### config.mk
export PLATFORM = sky130hd
export DESIGN_NAME = serial_subtractor_flat
export DESIGN_NICKNAME = d
export VERILOG_FILES = /design/src/rtl/arith_pkg.sv /design/src/rtl/serial_subtractor_if.sv /design/src/rtl/full_subtractor.sv /design/src/rtl/serial_subtractor.sv /design/src/flat_wrapper.sv
export SDC_FILE = /design/constraint.sdc
export NUM_CORES = 1
export LEC_CHECK = 0
export CAP_MARGIN = 20
export CORE_MARGIN = 4
export CORE_UTILIZATION = 45
export DETAILED_ROUTE_END_ITERATION = 6
export PLACE_DENSITY_LB_ADDON = 0.12
export SLEW_MARGIN = 25
export SYNTH_ARGS = -nofsm -noshare
export SYNTH_HDL_FRONTEND = slang
export SYNTH_HIERARCHICAL = 1
export SYNTH_SLANG_ARGS = --single-unit
### constraint.sdc
create_clock -name clk -period 1.5 [get_ports clk]
set_clock_uncertainty 0.2 [all_clocks]
set_input_delay 0.225 -clock clk [delete_from_list [all_inputs] [get_ports clk]]
set_output_delay 0.225 -clock clk [all_outputs]
set_load 0.1 [all_outputs]
### src/rtl/arith_pkg.sv
// Shared arithmetic-datapath types: FSM state encoding and default operand width.
package arith_pkg;

    localparam int unsigned DEFAULT_WIDTH = 4;

    typedef enum logic [1:0] {
        IDLE = 2'd0,
        RUN  = 2'd1,
        DONE = 2'd2
    } state_t;

endpackage

### src/rtl/serial_subtractor_if.sv
// Operand/result valid-ready bundle for the bit-serial subtractor.
interface serial_subtractor_if #(
    parameter int unsigned WIDTH = 4
);
    logic             in_valid;
    logic             in_ready;
    logic [WIDTH-1:0] a;
    logic [WIDTH-1:0] b;
    logic             bin;
    logic             out_valid;
    logic             out_ready;
    logic [WIDTH-1:0] diff;
    logic             bout;

    modport master (
        output in_valid, a, b, bin, out_ready,
        input  in_ready, out_valid, diff, bout
    );

    modport slave (
        input  in_valid, a, b, bin, out_ready,
        output in_ready, out_valid, diff, bout
    );
endinterface

### src/rtl/full_subtractor.sv
// Single-bit full subtractor: x - y - bi.
module full_subtractor (
    input  logic x,
    input  logic y,
    input  logic bi,
    output logic d,
    output logic bo
);
    assign d  = x ^ y ^ bi;
    assign bo = (~x & y) | (~(x ^ y) & bi);
endmodule

### src/rtl/serial_subtractor.sv
// Bit-serial A - B - Bin: one difference bit per clock, LSB first, through one full-subtractor cell.
module serial_subtractor
    import arith_pkg::*;
#(
    parameter int unsigned WIDTH = DEFAULT_WIDTH
) (
    input  logic               clk,
    input  logic               rst,
    serial_subtractor_if.slave bus
);
    localparam int unsigned CW = (WIDTH > 1) ? $clog2(WIDTH) : 1;

    state_t           state, state_n;
    logic             in_ready_q, out_valid_q;
    logic             in_ready_n, out_valid_n;
    logic [WIDTH-1:0] sa, sb;
    logic [WIDTH-2:0] res;
    logic             br;
    logic [CW-1:0]    cnt;
    logic [WIDTH-1:0] diff_q;
    logic             bout_q;

    logic             d_c, bo_c, last_c;
    logic [WIDTH-1:0] res_c;

    full_subtractor u_fs (
        .x (sa[0]),
        .y (sb[0]),
        .bi(br),
        .d (d_c),
        .bo(bo_c)
    );

    assign last_c = (cnt == CW'(WIDTH - 1));
    // New bit enters at the MSB; after WIDTH shifts bit 0 of the result is the first bit computed.
    assign res_c  = {d_c, res};

    always_ff @(posedge clk) begin
        if (rst) begin
            state       <= IDLE;
            in_ready_q  <= 1'b1;
            out_valid_q <= 1'b0;
        end else begin
            state       <= state_n;
            in_ready_q  <= in_ready_n;
            out_valid_q <= out_valid_n;
        end
    end

    always_comb begin
        state_n = state;
        case (state)
            IDLE:    if (bus.in_valid)  state_n = RUN;
            RUN:     if (last_c)        state_n = DONE;
            DONE:    if (bus.out_ready) state_n = IDLE;
            default:                    state_n = IDLE;
        endcase
        in_ready_n  = (state_n == IDLE);
        out_valid_n = (state_n == DONE);
    end

    // Operand shifters, borrow chain, bit counter and result holding registers.
    always_ff @(posedge clk) begin
        if (rst) begin
            sa     <= '0;
            sb     <= '0;
            res    <= '0;
            br     <= 1'b0;
            cnt    <= '0;
            diff_q <= '0;
            bout_q <= 1'b0;
        end else begin
            case (state)
                IDLE: begin
                    if (bus.in_valid) begin
                        sa  <= bus.a;
                        sb  <= bus.b;
                        br  <= bus.bin;
                        cnt <= '0;
                    end
                end
                RUN: begin
                    sa  <= sa >> 1;
                    sb  <= sb >> 1;
                    br  <= bo_c;
                    res <= res_c[WIDTH-1:1];
                    cnt <= cnt + CW'(1);
                    if (last_c) begin
                        diff_q <= res_c;
                        bout_q <= bo_c;
                    end
                end
                default: ;
            endcase
        end
    end

    assign bus.in_ready  = in_ready_q;
    assign bus.out_valid = out_valid_q;
    assign bus.diff      = diff_q;
    assign bus.bout      = bout_q;

endmodule

### src/flat_wrapper.sv
// flat-port wrapper written by rule: the top's interface ports become plain ports
module serial_subtractor_flat import arith_pkg::*;
#(
    parameter int unsigned WIDTH = DEFAULT_WIDTH
)
  (clk, rst, bus_in_valid, bus_a, bus_b, bus_bin, bus_out_ready, bus_in_ready, bus_out_valid, bus_diff, bus_bout);
  serial_subtractor_if #(.WIDTH(WIDTH)) bus_i ();
  input  logic clk;
  input  logic rst;
  input wire logic [$bits(bus_i.in_valid)-1:0] bus_in_valid;
  input wire logic [$bits(bus_i.a)-1:0] bus_a;
  input wire logic [$bits(bus_i.b)-1:0] bus_b;
  input wire logic [$bits(bus_i.bin)-1:0] bus_bin;
  input wire logic [$bits(bus_i.out_ready)-1:0] bus_out_ready;
  output wire logic [$bits(bus_i.in_ready)-1:0] bus_in_ready;
  output wire logic [$bits(bus_i.out_valid)-1:0] bus_out_valid;
  output wire logic [$bits(bus_i.diff)-1:0] bus_diff;
  output wire logic [$bits(bus_i.bout)-1:0] bus_bout;
  assign bus_i.in_valid = bus_in_valid;
  assign bus_i.a = bus_a;
  assign bus_i.b = bus_b;
  assign bus_i.bin = bus_bin;
  assign bus_i.out_ready = bus_out_ready;
  assign bus_in_ready = bus_i.in_ready;
  assign bus_out_valid = bus_i.out_valid;
  assign bus_diff = bus_i.diff;
  assign bus_bout = bus_i.bout;
  serial_subtractor #(.WIDTH(WIDTH)) u_core (.clk(clk), .rst(rst), .bus(bus_i));
endmodule
## Word level (Yosys, flattened, before mapping)

Cells that the tools add are included.

- Bits in read-only memories: 0
- Word-level logic and storage cells: 40
- Memories kept: 0
- Register bits: 23
- Output and inout bits: 7
- Bits in writable memories: 0
- Input port bits: 13
- Bits in latches: 0

- Reductions and logical operators: 5
- Shift-type cells: 0
- Equality and inequality tests: 5
- Bitwise operators: 7
- Div/mod/pow operators: 0
- Multiplexer cells: 12
- Multiply operators: 0
- $lt $le $gt $ge: 0
- Add/sub/neg operators: 1

Operators with widths:

| operator | count |
|---|---|
| 4-bit one-hot mux with 2 select lines | 2 |
| 2-bit 2-to-1 mux | 4 |
| 4-bit 2-to-1 mux | 2 |
| 2-bit == test, second input constant | 3 |
| 2-bit one-hot mux with 3 select lines | 1 |
| 2-bit zero test | 2 |
| 2-bit one-hot mux with 2 select lines | 1 |
| 2-bit AND reduction | 2 |
| 2-bit by 1-bit adder with 2-bit output, second input constant | 1 |
| 1-bit AND | 2 |
| 2-bit by 1-bit == test with 1-bit output, second input constant | 1 |
| 2-bit inequality test, second input constant | 1 |
| 1-bit inverter | 2 |
| 1-bit one-hot mux with 2 select lines | 1 |
| 2-bit nonzero test | 1 |
| 1-bit bitwise XOR | 2 |
| 1-bit 2-to-1 mux | 1 |
| 1-bit OR | 1 |

## Depth between registers and ports, before layout

- Depth in word-level cells: 5
- Gate-level depth with buffers: 5
- Gate-level depth less buffers: 5

## Modules after synthesis

The synthesis kept the hierarchy.

Modules (own cells, without submodules):

| module | times used | area an instance (µm²) | cells an instance |
|---|---|---|---|
| serial_subtractor | 1 | 957.2 | 94 |
| full_subtractor | 1 | 31.3 | 4 |

## Worst setup path after synthesis

No wires, ideal clock.

- Path type: register -> register
- Start: reg, netlist name u_core/bus.diff[0]
- End: reg u_core.diff_q[0], in the netlist u_core/bus.diff[0]
- Required time: 1228 ps
- Path slack: 56 ps
- Library setup time: 72 ps
- Cell stages (with the launch flop): 3
- Arrival: 1172 ps
- Clock period less this slack: 1444 ps
- Path through: dfxtp_1 -> nand2_1 -> a21oi_1

RTL lines:

| what | RTL line | source |
|---|---|---|
| end signal: assignment | serial_subtractor.sv:89 | `diff_q <= res_c;` |
| end: declaration | serial_subtractor.sv:20 | `logic [WIDTH-1:0] diff_q;` |

## Worst setup path in the final report

- Start: reg u_core.br
- End: reg u_core.diff_q[3], in the netlist u_core/bus.diff[3]

- Cells in the longest elaborated chain, start to end: 1

Ends and longest elaborated chain:

| what | RTL line | source |
|---|---|---|
| start: declaration | serial_subtractor.sv:18 | `logic br;` |
| start signal: assignment | serial_subtractor.sv:78 | `br <= bus.bin;` |
| start signal: assignment | serial_subtractor.sv:85 | `br <= bo_c;` |
| 1-bit bitwise XOR | full_subtractor.sv:9 | `assign d = x ^ y ^ bi;` |
| via u_core.d_c | serial_subtractor.sv:23 | `logic d_c, bo_c, last_c;` |

The timed path passes the listed nets, and every way through them passes these cells.
A chain may end at the register's enable or synchronous reset.

==> qor.yml <==
min_period_over_period: 0.949
cts_max_level: 1
wl_um: 1740
netlist_instances: 98
rr_worst_depth: 4
dieArea_mm2: 0.00301
io_pins: 20
viasPerCell: 4.91
rsz0062_at_grt: "no"
yosysTopAreaCellShare: 0.466
crit_path_end: "u_core/bus.diff[3]$_SDFFE_PP0P_"
initial_core_util: 0.489
area_growth_pct: 33.5
synth_fp_nets: 113
ys.flop_type: "dfxtp_1"
drc: 0
start_kind: "flop"
r2r_slack_ns: 0.08
synth_warnings: 6
syn_avg_cell_area_um2: 10.1
tightestPinTransition_ns: 0.367
status: "complete, no violations"
hold_violations: 0
die_h_um: 54.9
crit_fanout: 2
chipWidth_um: 54.9
grt_max_degree: 24
worstPathRequired_ns: 1.55
num_rows: 16
synth_seq_area_share: 0.466
clkSinkCount: 23
post-synth-top-area-cell: "dfxtp_1"
grt_first_pass_wirelength_um: 2970
numCtsBuffers: 3
dp.cells: 144
grt_usage: 0.136
worst_r2r_endpoint: "u_core/bus.diff[3]$_SDFFE_PP0P_"
core-area_mm2: 0.00202
ctsHoldBuffers: 0
synth_area_um2: 988
dp_hpwl_um: 1310
cts-root-buf: "clkbuf_4"
synth-seq-cells: 23
clkTransAtPathRegs_ns: 0.12
relSlewSlack: 0.752
slew_violations: 0
stdcell_count: 148
synthTopCellsByArea: "dfxtp_1 47%, mux2i_1 11%, buf_6 4.6%, nor2_1 4.6%, a211oi_2 3.8%"
antenna-diode-count: 0
critPathArrivalTime_ns: 1.47
wl_per_cell_um: 11.7
leakagePower_nw: 0.510
hp-class: "reg2reg"
num_vias: 727
irDropWorstVdd_mv: 0.429
first_pass_iters: 3
drt_iter0_markers: 4
crit_start: "u_core/br$_SDFFE_PP0P_"
clock_latency_ns: 0.30
cts_tree: "done"
drive_gt1_frac: 0.231
min_period_ns: 1.42
ys_async_sr_fraction: 0
grt_pass1_vias: 707
reg2reg_from: "u_core/br$_SDFFE_PP0P_"
cap_violations: 0
setup_viol_count_final: 0
fmax_mhz: 702
synth-edff-count: 0
netlist-cell-type-count: 25
crit_type: "reg2reg"
end_kind: "flop"
final_nets: 137
clockBufferDepth: 2
grt_overflow_total: 0
utilization: 0.653
power_density_mw_per_mm2: 863
antenna_left: 0
gp_congestion: 0.726
antenna_found_initial: 0
port_buffers: 19
-- repair_timing --
| item | CTS | global route |
|---|---|---|
| gates resized for setup | 0 | 2 |
| buffers inserted | 0 | 0 |
| setup endpoints to repair | 0 | 2 |
-- through the flow --
stage	total power, mW	instance area [µm²]	setup WS, ns	hold slack, ns	setup TNS, ns
CTS	1.16	1320	0.0511	0.284	0
finish	1.14	1320	0.0758	0.277	0
global route	1.20	1320	0.00254	0.310	0
detailed placement	0.879	1290	-0.111	0.266	-0.749
global placement	0.874	1290	-0.0691	0.254	-0.510
floorplan	0.806	988	0.0563	0.0960	0
-- per-layer routing --
layer | vias up | track usage | part of all wire
met4 | 0 | 0.0498 | 0.0058
li1 | 386 | - | -
met3 | 2 | 0.0245 | 0.035
met2 | 10 | 0.219 | 0.47
met5 | - | 0 | 0
met1 | 329 | 0.181 | 0.49
-- cell families after synthesis --
kind of cell | Yosys count | synth area share
multiplexers | 11 | 0.111
adder cells (fa/ha/maj) | 2 | 0.0329
buffers and inverters | 10 | 0.0683
AO/OA/AOI/OAI | 19 | 0.151
AND/OR/NAND/NOR | 33 | 0.171
flip-flops | 23 | 0.466
-- power by group --
part           internal, mW  switching (mW)  total, mW
Clock                0.0992           0.176      0.276
Sequential            0.643          0.0217      0.664
Combinational         0.104          0.0953      0.199
Total                 0.846           0.293       1.14
-- worst min path at each step --
stage | startpoint | cells after the start | to
global placement | u_core/res[0]$_SDFFE_PP0N_ | 2 | u_core/bus.diff[0]$_SDFFE_PP0P_
finish | u_core/res[0]$_SDFFE_PP0N_ | 2 | u_core/bus.diff[0]$_SDFFE_PP0P_
global route | u_core/res[0]$_SDFFE_PP0N_ | 2 | u_core/bus.diff[0]$_SDFFE_PP0P_
floorplan | rst | 1 | u_core/br$_SDFFE_PP0P_
detailed placement | u_core/res[0]$_SDFFE_PP0N_ | 2 | u_core/bus.diff[0]$_SDFFE_PP0P_
CTS | u_core/res[0]$_SDFFE_PP0N_ | 2 | u_core/bus.diff[0]$_SDFFE_PP0P_
-- state kept, by name (all words and copies together) (netlist names), 2 cells and up --
register         cells
u_core/sa            4
u_core/state         2
u_core/bus.diff      4
u_core/sb            4
u_core/res           3
u_core/cnt           2
-- synthesized netlist by cell type, types with 2 or more instances --
cell,n
buf_6,4
dfxtp_1,23
a211oi_1,3
nor2_1,12
nor2_2,3
nor3b_1,2
a22oi_1,3
inv_1,4
nand3_1,5
a211oi_2,3
mux2i_1,11
nand2_1,6
a21oi_1,7
-- worst max-delay path, cell delays in order (launching register included) --
cell	delay (ns)
dfxtp_1	0.35
inv_1	0.06
fa_1	0.57
nand3_1	0.09
a21oi_2	0.11
-- cell usage in the layout (no fill, tap or decap), drive strengths merged, types with 2 or more instances in the layout --
master and instances:
a211oi 6, a21oi 7, a22oi 3, buf 13
clkbuf 3, clkdlybuf4s50 12, dfxtp 23, inv 4
mux2i 11, nand2 6, nand3 5, nor2 15
nor3b 2
-- final cells by class --
type,count,area (µm²)
Clock buffer,3,22.5
Clock inverter,1,5.00
Fill cell,177,702
Inverter,4,15.0
Multi-Input combinational cell,65,464
Sequential cell,23,462
Tap cell,27,33.8
Timing Repair Buffer,25,318
Power figures use the tool's default switching activity.
